--- src/rtl/unified_mem_arbiter.sv ---
// ----------------------------------------------------------------------------
// unified_mem_arbiter
//
// Purpose:
//   Shares one single-port unified memory between a CPU instruction-fetch
//   port and a data (load/store) port. One access is granted at a time. The
//   memory command is held while the access is outstanding. Read data comes
//   back to the granted requester together with a one-cycle valid pulse.
//   Every output is driven straight from a register.
//
// Optional feature (compile-time macro):
//   ARB_RR_EN - when defined, simultaneous requests in IDLE are granted to
//               the port that was NOT granted last (round robin). When it is
//               undefined, arbitration is fixed data-first and there is no
//               last-grant register.
//
// Parameters:
//   ADDR_W  - address width of both requesters and of the memory
//   DATA_W  - data width
//   MEM_LAT - cycles from mem_en to mem_rdata valid, legal range 1..7
//
// Ports:
//   clk        in   system clock, rising edge
//   rst        in   asynchronous active-low reset (0 = reset)
//   if_req     in   fetch request, held until if_valid
//   if_addr    in   fetch byte address
//   if_rdata   out  fetched instruction, valid with if_valid
//   if_valid   out  one-cycle fetch completion pulse
//   d_req      in   data request, held until d_valid
//   d_we       in   1 = store, 0 = load
//   d_addr     in   data byte address
//   d_wdata    in   store data
//   d_rdata    out  load data, valid with d_valid (unchanged by stores)
//   d_valid    out  one-cycle data completion pulse (loads and stores)
//   mem_en     out  memory command strobe, one cycle per access
//   mem_we     out  memory write enable, qualified by mem_en
//   mem_addr   out  memory address
//   mem_wdata  out  memory write data
//   mem_rdata  in   memory read data, valid MEM_LAT cycles after mem_en
//   busy       out  high while an access is outstanding
// ----------------------------------------------------------------------------
module unified_mem_arbiter #(
  parameter int ADDR_W  = 32,
  parameter int DATA_W  = 32,
  parameter int MEM_LAT = 1
) (
  input  logic              clk,
  input  logic              rst,
  input  logic              if_req,
  input  logic [ADDR_W-1:0] if_addr,
  output logic [DATA_W-1:0] if_rdata,
  output logic              if_valid,
  input  logic              d_req,
  input  logic              d_we,
  input  logic [ADDR_W-1:0] d_addr,
  input  logic [DATA_W-1:0] d_wdata,
  output logic [DATA_W-1:0] d_rdata,
  output logic              d_valid,
  output logic              mem_en,
  output logic              mem_we,
  output logic [ADDR_W-1:0] mem_addr,
  output logic [DATA_W-1:0] mem_wdata,
  input  logic [DATA_W-1:0] mem_rdata,
  output logic              busy
);

  // The latency counter is 3 bits wide, so only 1..7 can be represented.
  // A latency of 0 would need a combinational return path, which is
  // not provided.
  generate
    if (MEM_LAT < 1 || MEM_LAT > 7) begin : g_bad_mem_lat
      $error("unified_mem_arbiter: MEM_LAT must be in the range 1..7");
    end
  endgenerate

  localparam logic [2:0] LAT_CNT = 3'(MEM_LAT);

  typedef enum logic [1:0] {
    S_IDLE    = 2'd0,
    S_WAIT_IF = 2'd1,
    S_WAIT_D  = 2'd2
  } state_t;

  // --------------------------------------------------------------------------
  // Registers and their next-state values
  // --------------------------------------------------------------------------
  state_t              r_state;
  state_t              w_state_next;
  logic [2:0]          r_cnt;
  logic [2:0]          w_cnt_next;

  logic                r_mem_en;
  logic                w_mem_en_next;
  logic                r_mem_we;
  logic                w_mem_we_next;
  logic [ADDR_W-1:0]   r_mem_addr;
  logic [ADDR_W-1:0]   w_mem_addr_next;
  logic [DATA_W-1:0]   r_mem_wdata;
  logic [DATA_W-1:0]   w_mem_wdata_next;

  logic [DATA_W-1:0]   r_if_rdata;
  logic [DATA_W-1:0]   w_if_rdata_next;
  logic                r_if_valid;
  logic                w_if_valid_next;
  logic [DATA_W-1:0]   r_d_rdata;
  logic [DATA_W-1:0]   w_d_rdata_next;
  logic                r_d_valid;
  logic                w_d_valid_next;
  logic                r_busy;
  logic                w_busy_next;

  logic                w_grant_d;
  logic                w_grant_if;
  logic                w_last_beat;

  // --------------------------------------------------------------------------
  // Arbitration (only consulted in IDLE)
  // --------------------------------------------------------------------------
`ifdef ARB_RR_EN
  localparam logic GRANT_FETCH = 1'b0;
  localparam logic GRANT_DATA  = 1'b1;

  logic r_last_grant;
  logic w_last_grant_next;

  // Data wins a tie only if fetch was the last port served. A lone
  // requester always wins, whatever the history.
  assign w_grant_d = d_req && (!if_req || (r_last_grant == GRANT_FETCH));

  always_comb begin
    w_last_grant_next = r_last_grant;
    if (r_state == S_IDLE) begin
      if (w_grant_d) begin
        w_last_grant_next = GRANT_DATA;
      end else if (w_grant_if) begin
        w_last_grant_next = GRANT_FETCH;
      end
    end
  end

  always_ff @(posedge clk or negedge rst) begin
    if (!rst) begin
      r_last_grant <= GRANT_FETCH;
    end else begin
      r_last_grant <= w_last_grant_next;
    end
  end
`else
  // Fixed priority: the data access belongs to the older instruction.
  assign w_grant_d = d_req;
`endif

  assign w_grant_if = if_req && !w_grant_d;

  // The counter is loaded with MEM_LAT at issue, so a count of 1 marks the
  // edge on which mem_rdata is valid.
  assign w_last_beat = (r_cnt == 3'd1);

  // --------------------------------------------------------------------------
  // FSM: state register
  // --------------------------------------------------------------------------
  always_ff @(posedge clk or negedge rst) begin
    if (!rst) begin
      r_state <= S_IDLE;
    end else begin
      r_state <= w_state_next;
    end
  end

  // --------------------------------------------------------------------------
  // FSM: next-state logic
  // --------------------------------------------------------------------------
  always_comb begin
    w_state_next = r_state;
    case (r_state)
      S_IDLE: begin
        if (w_grant_d) begin
          w_state_next = S_WAIT_D;
        end else if (w_grant_if) begin
          w_state_next = S_WAIT_IF;
        end
      end
      S_WAIT_IF, S_WAIT_D: begin
        if (w_last_beat) begin
          w_state_next = S_IDLE;
        end
      end
      default: begin
        w_state_next = S_IDLE;
      end
    endcase
  end

  // --------------------------------------------------------------------------
  // FSM: output logic (next values of the registered outputs)
  // --------------------------------------------------------------------------
  always_comb begin
    w_cnt_next       = r_cnt;
    w_mem_en_next    = 1'b0;
    w_mem_we_next    = r_mem_we;
    w_mem_addr_next  = r_mem_addr;
    w_mem_wdata_next = r_mem_wdata;
    w_if_rdata_next  = r_if_rdata;
    w_if_valid_next  = 1'b0;
    w_d_rdata_next   = r_d_rdata;
    w_d_valid_next   = 1'b0;

    case (r_state)
      S_IDLE: begin
        if (w_grant_d) begin
          w_mem_en_next    = 1'b1;
          w_mem_we_next    = d_we;
          w_mem_addr_next  = d_addr;
          w_mem_wdata_next = d_wdata;
          w_cnt_next       = LAT_CNT;
        end else if (w_grant_if) begin
          w_mem_en_next    = 1'b1;
          w_mem_we_next    = 1'b0;
          w_mem_addr_next  = if_addr;
          w_cnt_next       = LAT_CNT;
        end
      end
      S_WAIT_IF, S_WAIT_D: begin
        // Address, write enable and write data stay latched from the issue
        // edge, so requester-side changes while waiting are ignored.
        w_cnt_next = r_cnt - 3'd1;
        if (w_last_beat) begin
          w_mem_we_next = 1'b0;
          if (r_state == S_WAIT_IF) begin
            w_if_rdata_next = mem_rdata;
            w_if_valid_next = 1'b1;
          end else begin
            // A store only acknowledges; d_rdata keeps the last load result.
            if (!r_mem_we) begin
              w_d_rdata_next = mem_rdata;
            end
            w_d_valid_next = 1'b1;
          end
        end
      end
      default: begin
        w_cnt_next = 3'd0;
      end
    endcase
  end

  // busy is registered alongside the state so it is high exactly in WAIT_x.
  assign w_busy_next = (w_state_next != S_IDLE);

  // --------------------------------------------------------------------------
  // Datapath / output registers
  // --------------------------------------------------------------------------
  always_ff @(posedge clk or negedge rst) begin
    if (!rst) begin
      r_cnt       <= 3'd0;
      r_mem_en    <= 1'b0;
      r_mem_we    <= 1'b0;
      r_mem_addr  <= '0;
      r_mem_wdata <= '0;
      r_if_rdata  <= '0;
      r_if_valid  <= 1'b0;
      r_d_rdata   <= '0;
      r_d_valid   <= 1'b0;
      r_busy      <= 1'b0;
    end else begin
      r_cnt       <= w_cnt_next;
      r_mem_en    <= w_mem_en_next;
      r_mem_we    <= w_mem_we_next;
      r_mem_addr  <= w_mem_addr_next;
      r_mem_wdata <= w_mem_wdata_next;
      r_if_rdata  <= w_if_rdata_next;
      r_if_valid  <= w_if_valid_next;
      r_d_rdata   <= w_d_rdata_next;
      r_d_valid   <= w_d_valid_next;
      r_busy      <= w_busy_next;
    end
  end

  assign if_rdata  = r_if_rdata;
  assign if_valid  = r_if_valid;
  assign d_rdata   = r_d_rdata;
  assign d_valid   = r_d_valid;
  assign mem_en    = r_mem_en;
  assign mem_we    = r_mem_we;
  assign mem_addr  = r_mem_addr;
  assign mem_wdata = r_mem_wdata;
  assign busy      = r_busy;

endmodule

--- config.mk ---
export PLATFORM = sky130hd
export DESIGN_NAME = unified_mem_arbiter
export DESIGN_NICKNAME = d
export VERILOG_FILES = /design/src/rtl/unified_mem_arbiter.sv
export SDC_FILE = /design/constraint.sdc
export NUM_CORES = 1
export LEC_CHECK = 0
export BUFFER_PORTS_ARGS = -buffer_cell sky130_fd_sc_hd__buf_2
export CAP_MARGIN = 5
export CORE_UTILIZATION = 43
export CTS_CLUSTER_DIAMETER = 100
export DETAILED_ROUTE_END_ITERATION = 8
export GPL_ROUTABILITY_DRIVEN = 0
export PLACE_DENSITY = 0.75
export SLEW_MARGIN = 20
export SYNTH_ARGS = -nofsm -noshare
export SYNTH_HDL_FRONTEND = slang
export SYNTH_SLANG_ARGS = --single-unit
--- constraint.sdc ---
create_clock -name clk -period 5.3 [get_ports clk]
set_input_delay 0.265 -clock clk [delete_from_list [all_inputs] [get_ports clk]]
set_output_delay 0.265 -clock clk [all_outputs]
set_load 0.02 [all_outputs]
== Word level (Yosys, flattened, before mapping) ==
Index checks and enable logic that the tools add are counted.

* Memories kept: 0
* Memory bits (writable): 0
* Bits in registers: 138
* Bits in latches: 0
* Memory bits (read-only): 0

* Shift operators: 0
* Mux-type cells: 22
* Reduce and logical (&&, ||, !) cells: 12
* Multiply operators: 0
* $add $sub $neg: 1
* Divide/modulo/power cells: 0
* Bitwise logic cells: 2
* Order comparisons: 0
* Equality and inequality tests: 5

{| class="wikitable"
|+ Operator list
! operator !! number
|-
| 2-to-1 mux 32 bit || 2
|-
| 2-to-1 mux 1 bit || 12
|-
| 2-to-1 mux 2 bit || 3
|-
| 2-to-1 mux 3 bit || 2
|-
| one-hot mux 3 bit (2 select lines) || 1
|-
| AND reduction 3 bit || 2
|-
| nonzero test 2 bit || 3
|-
| one-hot mux 2 bit (2 select lines) || 1
|-
| AND reduction 2 bit || 2
|-
| AND reduction 4 bit || 1
|-
| equality test 3 x 1 -> 1 bit (second input constant) || 1
|-
| != test 3 bit (second input constant) || 1
|-
| subtractor 3 x 1 -> 3 bit (second input constant) || 1
|-
| equality test 2 x 1 -> 1 bit (second input constant) || 1
|-
| equality test 2 bit (second input constant) || 1
|-
| logical NOT 2 bit || 1
|-
| != test 2 bit (second input constant) || 1
|-
| NOT 1 bit || 2
|-
| one-hot mux 1 bit (2 select lines) || 1
|-
| OR reduction 2 bit || 1
|-
| logical AND 1 bit || 1
|-
| logical NOT 1 bit || 1
|}

== Longest topological paths before layout ==
Gate-level depths: netlist (run 1).

* Depth after elaboration: 6
* Gate-level depth with buffers: 8

== Least setup slack after synthesis (run 1) ==
OpenSTA, ideal clock, no wires.

* Path kind: flip-flop to flip-flop
* Start: register r_state[0]
* End: register r_d_rdata[10], in the netlist d_rdata[10]
* Setup slack: 3403 ps
* Cell stages (with the launch flop): 9
* Buffers on the path: 2
* Data required time: 5175 ps
* Arrival: 1772 ps
* Clock period less this slack: 1897 ps
* Path through: dfrtp_1 > inv_1 > ha_1 > buf_4 > and2b_1 > nand2_2 > nor3_4 > buf_6 > mux2_2

* Cells in the longest elaborated chain, start to end: 3
* Elaborated cells on any way between the ends: 5
* Those cells by class: 2 x eq/ne; 1 x bitwise; 2 x reduce/logical

{| class="wikitable"
|+ Ends and longest elaborated chain
! what !! line !! text
|-
| start: declaration || 87 || <nowiki>state_t r_state;</nowiki>
|-
| start signal: assignment || 166 || <nowiki>r_state <= w_state_next;</nowiki>
|-
| equality test 2 x 1 -> 1 bit or equality test 2 bit (tied branches) || 208, 229 ||
|-
| OR reduction 2 bit or NOT 1 bit (tied branches) || -- ||
|-
| AND reduction 4 bit (no line) (*) || -- ||
|-
| end signal: assignment || 273 || <nowiki>r_d_rdata <= w_d_rdata_next;</nowiki>
|-
| end: declaration || 105 || <nowiki>logic [DATA_W-1:0] r_d_rdata;</nowiki>
|}

Every way passes the cells marked *; elsewhere a longest branch is shown, timed or not.
A chain may end at the register's enable or synchronous reset.

== Worst setup path in the final report (run 1) ==
* Start: register r_state[1]
* End: register r_if_rdata[16], in the netlist if_rdata[16]

* Cells in the longest elaborated chain, start to end: 3
* Elaborated cells on any way between the ends: 4
* Those cells by class: 2 x eq/ne; 2 x reduce/logical

{| class="wikitable"
|+ Ends and longest elaborated chain
! what !! line !! text
|-
| equality test 2 x 1 -> 1 bit or equality test 2 bit (tied branches) || 208, 229 ||
|-
| OR reduction 2 bit || 208 || <nowiki>case (r_state)</nowiki>
|-
| AND reduction 3 bit (no line) (*) || -- ||
|-
| end signal: assignment || 271 || <nowiki>r_if_rdata <= w_if_rdata_next;</nowiki>
|-
| end: declaration || 101 || <nowiki>logic [DATA_W-1:0] r_if_rdata;</nowiki>
|}

Marks and branches as above.

==> out/summary.txt, run 1 <==
1st-iter DRT viols = 138
PnR worst setup slack = 2.80 ns
Row count = 41
Top-area cell type share of the netlist area = 62.3%
Number of CTS-inserted buffers = 17
CP Cell Sequence = inv_1 -> ha_1 -> and2b_1 -> nand3_2 -> mux2_2
R2r worst-path depth = 5
CP Data Required Time = 5.58 ns
Fraction of registers with async set/reset = 100%
Sequential fraction of the synthesis area = 62.3%
Number of synthesized flops with an enable pin = 0
Die W = 116 um
Crit path DAT = 2.78 ns
Net count after synthesis = 534
Multi-input gate area = 0.00196 mm2
Post-CTS Resized = 0
Crit share post-route = 47.2%
Worst path max stage delay = 0.70 ns
Initial antenna violation count = 0
Final hold violations = 0
Die area = 0.0133 mm2
Run status = complete, no violations
Synth Register Bits = 138
Post-route setup TNS = 0 ns
Antenna Cells = 0
Layout area overhead = 37.5%
Detailed-router iteration count before antenna repair = 4
Worst hold path stage count = 2
RSZ-0062 raised after global routing = no
HPWL Detailed = 8900 um
Routed Antenna Nets = 0
Fill cells = 996
Core area = 0.0126 mm2
CTS tree = yes
H-tree Lvls = 4
Most instantiated cells after synthesis = dfrtp_1 (138), mux2_2 (95), nand2_1 (37)
Clk Latency, worst-skew pair = 0.41 ns
Non-Filler Instances = 847
Total grt overflow = 0
DRC violations left = 0
Post-synth cell types = 30
Most common cell in the netlist = dfrtp_1
Master of the slowest instance on the critical path = nand3_2
Commonest register cell after synthesis = dfrtp_1
Max cap viols = 0
Area leader, netlist = dfrtp_1
Clock Tree Buf Depth = 2
FMAX = 400 MHz
Worst slew margin = 29.8%
Via count of the routed design = 4051
Total Routed Length = 12400 um
Vias per Instance = 4.78
Share of layout cells above drive strength 1 = 58.7%
Worst IR drop on VDD = 0.000338 V
Post-Place Cells = 816
Hold Crit Class = input pin to register
Minimum clock period = 2.50 ns
Initial Utilization = 44.1%
Crit-path max FO = 33
Gate Count Post-Synth = 396
Worst Tran Pin Value = 1.05 ns
Number of global-route vias before repair = 4142
Lkg Pwr = 3.84 nW
Mean post-synth cell area = 14.0 um2
Synth Warn # = 0
Total Nets Final = 802
Worst Skew = 0.00664 ns
CP Capture Type = register
Die extent in y = 116 um
Wire length per cell = 14.7 um
Fin util = 60.6%
Clk Tree Root Cell = clkbuf_16
Startpoint class of the critical path = register
Final setup viols = 0
PwrDens = 692 mW/mm2
Hold WS = 0.0846 ns
Clock-pin slew on the worst setup and hold paths = 0.06 ns
Overall routing resource usage = 19.4%
First-pass GRT wire length = 19600 um
Largest net degree at the start of global routing = 72
Setup slack after placement = 2.78 ns
Clk sinks = 138
Overall Power = 5.28 mW
Setup CP Type = register to register
Number of buffers inserted by port buffering = 265
Register area = 0.00345 mm2
Area post-placement = 0.00701 mm2
Synth area leaders = dfrtp_1 (62%), mux2_2 (19%), mux2i_1 (5.8%)
Mapped Area = 0.00554 mm2
Count of final max-slew check failures = 0
I/O Pins = 266
Final Cell Area = 0.00762 mm2
## where the power goes
part | switching (mW) | total, mW | internal [mW]
clock | 0.411 | 1.20 | 0.791
combinational | 1.32 | 2.22 | 0.903
sequential | 0.261 | 1.85 | 1.59
## sequential cells by signal (all words and copies together), names as in the netlist
| register | cells |
|---|---|
| if_valid | 1 |
| r_state | 2 |
| mem_en | 1 |
| if_rdata | 32 |
| mem_wdata | 32 |
| busy | 1 |
| mem_addr | 32 |
| mem_we | 1 |
| d_rdata | 32 |
| r_cnt | 3 |
| d_valid | 1 |
## critical path: cells and delay by family (launching register included)
kind,cells,cell delay [ns]
buffers and inverters,1,0.08
AND/OR/NAND/NOR,2,0.91
adder cells (fa/ha/maj),1,0.43
multiplexers,1,0.56
flip-flops,1,0.39
## repair_timing
action / CTS / global route
hold buffers: 1 / 0
hold endpoints to repair: 70 / 0
setup buffers: 0 / 0
## final cells by class
cell class	count	share of cell area, %
timing repair buffer	270	18.0
tap	172	2.82
clock inverter	9	1.94
multi-input combinational	230	25.7
sequential	138	45.3
inverter	7	0.345
clock buffer	21	5.91
## per-layer routing
layer  global-route usage [%]  wire length, um  up-vias
met5                        0                0        -
met4                     9.44              251        0
met3                     6.59              971       25
met2                     34.1             6420      171
met1                     20.9             4790     1937
li1                         -                -     1918
## kinds of logic (layout without fill, tap and decap cells)
logic type	Yosys count	after routing	synth area share, %
flip-flops	138	138	62.3
multiplexers	128	128	25.3
AND/OR/NAND/NOR	54	54	4.52
AO/OA/AOI/OAI	43	43	4.18
buffers and inverters	28	307	2.60
adder cells (fa/ha/maj)	5	5	1.13
## cell usage in the layout (no fill, tap or decap), drive strengths merged
cell type      n
a21oi          4
a22o           1
a32o           1
and2           1
and2b          1
buf          269
bufinv         4
clkbuf        21
clkinv         4
clkinvlp       1
dfrtp        138
dlygate4sd3    1
ha             5
inv            7
mux2          96
mux2i         32
nand2         38
nand2b         1
nand3          3
nand3b         1
nor2           3
nor2b          2
nor3           2
o21ai         35
o2bb2ai        1
o41ai          1
or2            1
or3            1
## final timing paths
| path | start | endpoint | slack [ns] |
|---|---|---|---|
| worst max-delay path | r_state[1]$_DFF_PN0_ | if_rdata[16]$_DFFE_PN0P_ | 2.80 |
| worst min-delay path | d_wdata[17] | mem_wdata[17]$_DFFE_PN0P_ | 0.08 |
| worst max register to register | r_state[1]$_DFF_PN0_ | if_rdata[16]$_DFFE_PN0P_ | 2.80 |
| worst min register to register | mem_addr[27]$_DFFE_PN0P_ | mem_addr[27]$_DFFE_PN0P_ | 0.48 |
| max in group asynchronous | rst | d_rdata[13]$_DFFE_PN0P_ | 3.52 |
| min in group asynchronous | rst | d_rdata[12]$_DFFE_PN0P_ | 0.43 |
Note: power is estimated with default switching activity, not from simulation.
==> run 2: changes to the inputs <==
Settings changed: ABC_AREA from default to 1, CORE_UTILIZATION 43 to 42, PLACE_DENSITY 0.75 to 0.76.
Clock period 5.3 ns to 2.05 ns, I/O delays scaled along.
==> run 2 against run 1 <==
  * Count of clock-buffer cells in the layout increased by 1
  * Sequential power rose to 2.6 times the previous value
  * Clock skew rose by 0.0012 ns
  * Final area grew 15%
  * Hold slack got worse by 0.077 ns
  * Synthesized cell count up 53%
  * Critical path depth grew 3
  * Register-to-register slack got worse by 2.4 ns
  * Routed wire length increased by 31%
  * Critical path type unchanged
  * Critical endpoint is now d_rdata[2]$_DFFE_PN0P_
  * Largest cell class unchanged
==> out/summary.txt, run 2 <==
Run status = complete, no violations
Largest net degree at the start of global routing = 66 (-8.3%)
Setup CP Type = register to register
Detailed-router iteration count before antenna repair = 5 (+1)
Lkg Pwr = 4.79 nW (+25%)
Initial antenna violation count = 0 (unchanged)
H-tree Lvls = 4 (unchanged)
Net count after synthesis = 744 (+39%)
Most instantiated cells after synthesis = nand2_1 (204), dfrtp_1 (138), inv_1 (74)
Most common cell in the netlist = nand2_1
Number of CTS-inserted buffers = 17 (unchanged)
Synth Register Bits = 138 (unchanged)
Final hold violations = 0 (unchanged)
Crit-path max FO = 64 (+94%)
Total Nets Final = 1101 (+37%)
Worst IR drop on VDD = 0.000914 V (+170%)
Commonest register cell after synthesis = dfrtp_1
Max cap viols = 0 (unchanged)
Post-CTS Resized = 0 (unchanged)
Area leader, netlist = dfrtp_1
Vias per Instance = 4.69 (-2.0%)
Count of final max-slew check failures = 0 (unchanged)
CP Capture Type = register
I/O Pins = 266 (unchanged)
Overall Power = 14.0 mW (+160%)
1st-iter DRT viols = 302 (+120%)
Die W = 119 um (+2.9%)
Synth area leaders = dfrtp_1 (60%), nand2_1 (13%), mux2_2 (6.3%)
CTS tree = yes
Most frequent cells in the layout = buf_2 (264), nand2_1 (204), dfrtp_1 (138), dlygate4sd3_1 (96), inv_1 (74)
Via count of the routed design = 5399 (+33%)
Antenna Cells = 0 (unchanged)
Clk Latency, worst-skew pair = 0.42 ns (about the same)
Total grt overflow = 0 (unchanged)
Fill cells = 1001 (+0.50%)
Worst Tran Pin Value = 0.490 ns (-0.564 ns)
Mapped Area = 0.00574 mm2 (+3.6%)
Overall routing resource usage = 24.1% (+4.7 points)
Sequential fraction of the synthesis area = 60.2% (-2.1 points)
Clock-pin slew on the worst setup and hold paths = 0.06 ns (about the same)
Hold-fix buffers, CTS = 96 (+95)
Top-area cell type share of the netlist area = 60.2% (-2.1 points)
Fraction of registers with async set/reset = 100% (unchanged)
Crit share post-route = 82.1% (+35 points)
Synth Warn # = 0 (unchanged)
Minimum clock period = 1.68 ns (-0.818 ns)
Mean post-synth cell area = 9.47 um2 (-32%)
Number of global-route vias before repair = 5686 (+37%)
Die extent in y = 119 um (+2.9%)
Routed Antenna Nets = 0 (unchanged)
First-pass GRT wire length = 26800 um (+37%)
Core area = 0.0133 mm2 (+5.8%)
FMAX = 594 MHz (+49%)
Final setup viols = 0 (unchanged)
Worst slew margin = 67.4% (+38 points)
Postcts setup bufs = 0 (unchanged)
HPWL Detailed = 9940 um (+12%)
Wire length per cell = 14.1 um (-4.0%)
Die area = 0.0141 mm2 (+5.9%)
Crit path DAT = 2.02 ns (-0.76 ns)
Number of buffers inserted by port buffering = 265 (unchanged)
Clock Tree Buf Depth = 2 (unchanged)
Number of synthesized flops with an enable pin = 0 (unchanged)
Layout area overhead = 53.3%
Gate Count Post-Synth = 606 (+53%)
DRC violations left = 0 (unchanged)
Worst Skew = 0.00787 ns (+0.00122 ns)
Row count = 42 (+2.4%)
Total Routed Length = 16200 um (+31%)
Hold Crit Class = input pin to register
Startpoint class of the critical path = register
PwrDens = 1590 mW/mm2 (+130%)
Post-synth cell types = 26 (-13%)
CP Data Required Time = 2.38 ns (-3.20 ns)
Share of layout cells above drive strength 1 = 35.3% (-23 points)
Commonest non-fill, non-tap cell in the layout = buf_2
Clk sinks = 138 (unchanged)
RSZ-0062 raised after global routing = no
Post-route setup TNS = 0 ns (unchanged)
Clk Tree Root Cell = clkbuf_16
Initial Utilization = 43.2% (-0.92 points)
run 2: changes by cell type in the layout (fill, tap and decap cells not counted), moves of 5 or more:
| cell | change |
|---|---|
| mux2i_1 | -32 |
| inv_1 | +67 |
| o21ai_1 | +64 |
| nand2_1 | +167 |
| buf_12 | +5 |
| dlygate4sd3_1 | +95 |
| mux2_2 | -63 |
run 2: logic make-up (layout without fill, tap and decap cells):
kind of cell               after synthesis  count (layout)  synth area share, %
AOI/OAI and AO/OA                      102             102                 9.05
xor gates and xnor gates                 1               1                0.153
adders and majority gates                5               5                 1.09
buffers and inverters                  109             479                 8.44
DFF                                    138             138                 60.2
muxes                                   32              32                 6.28
and+or+nand+nor                        219             219                 14.8
run 2: per-layer routing:
| layer | track usage (%) | up-vias | share of wire [%] |
|---|---|---|---|
| li1 | - | 2613 | - |
| met1 | 27.3 | 2540 | 40 |
| met2 | 43.0 | 218 | 51 |
| met3 | 6.56 | 28 | 6.6 |
| met4 | 9.34 | 0 | 2.2 |
| met5 | 0 | - | 0 |
run 2: per-stage QoR:
stage / cells / worst slack, ns / utilization [%] / cell area, um2 / hold WS (ns)
after global routing: 1152 / 0.231 / 66.2 / 8800 / 0.00475
after CTS: 1152 / 0.333 / 66.2 / 8800 / 0.00142
after floorplan: 606 / 0.595 / - / 5740 / -0.193
after global placement: 1024 / 0.475 / 54.4 / 7230 / 0.0761
final: 1152 / 0.366 / 66.2 / 8800 / 0.00742
after detailed placement: 1024 / 0.395 / 54.4 / 7230 / 0.0770
run 2: worst paths after layout:
path	slack [ns]	depth (start not counted)	from	endpoint
worst min-delay path	0.007	5	if_addr[16]	mem_addr[16]$_DFFE_PN0P_
max in group asynchronous	1.13	3	rst	mem_addr[25]$_DFFE_PN0P_
worst min register to register	0.48	2	if_rdata[8]$_DFFE_PN0P_	if_rdata[8]$_DFFE_PN0P_
worst max register to register	0.37	8	r_state[0]$_DFF_PN0_	d_rdata[2]$_DFFE_PN0P_
worst max-delay path	0.37	8	r_state[0]$_DFF_PN0_	d_rdata[2]$_DFFE_PN0P_
min in group asynchronous	0.21	2	rst	d_rdata[11]$_DFFE_PN0P_
run 2: power breakdown:
group	leakage, nW	total (mW)	switching (mW)	internal (mW)
sequential	1.64	4.74	0.692	4.05
clock	0.291	3.12	1.14	1.98
combinational	2.87	6.09	3.86	2.23
run 2: area by class of cell:
type / instances / area, um2 / area share (%)
Inverter: 78 / 295 / 3.36
Clock inverter: 10 / 141 / 1.61
Clock buffer: 22 / 464 / 5.27
Multi-Input combinational cell: 359 / 1810 / 20.6
Timing Repair Buffer: 369 / 2420 / 27.5
Tap cell: 176 / 220 / 2.50
Sequential cell: 138 / 3450 / 39.2
run 2: worst max-delay path: stages (launching register included):
cell     delay (ns)
dfrtp_1        0.38
inv_1          0.07
ha_1           0.40
inv_2          0.13
nor2_2         0.04
nand2_2        0.08
buf_12         0.25
nand2_1        0.11
o21ai_1        0.12
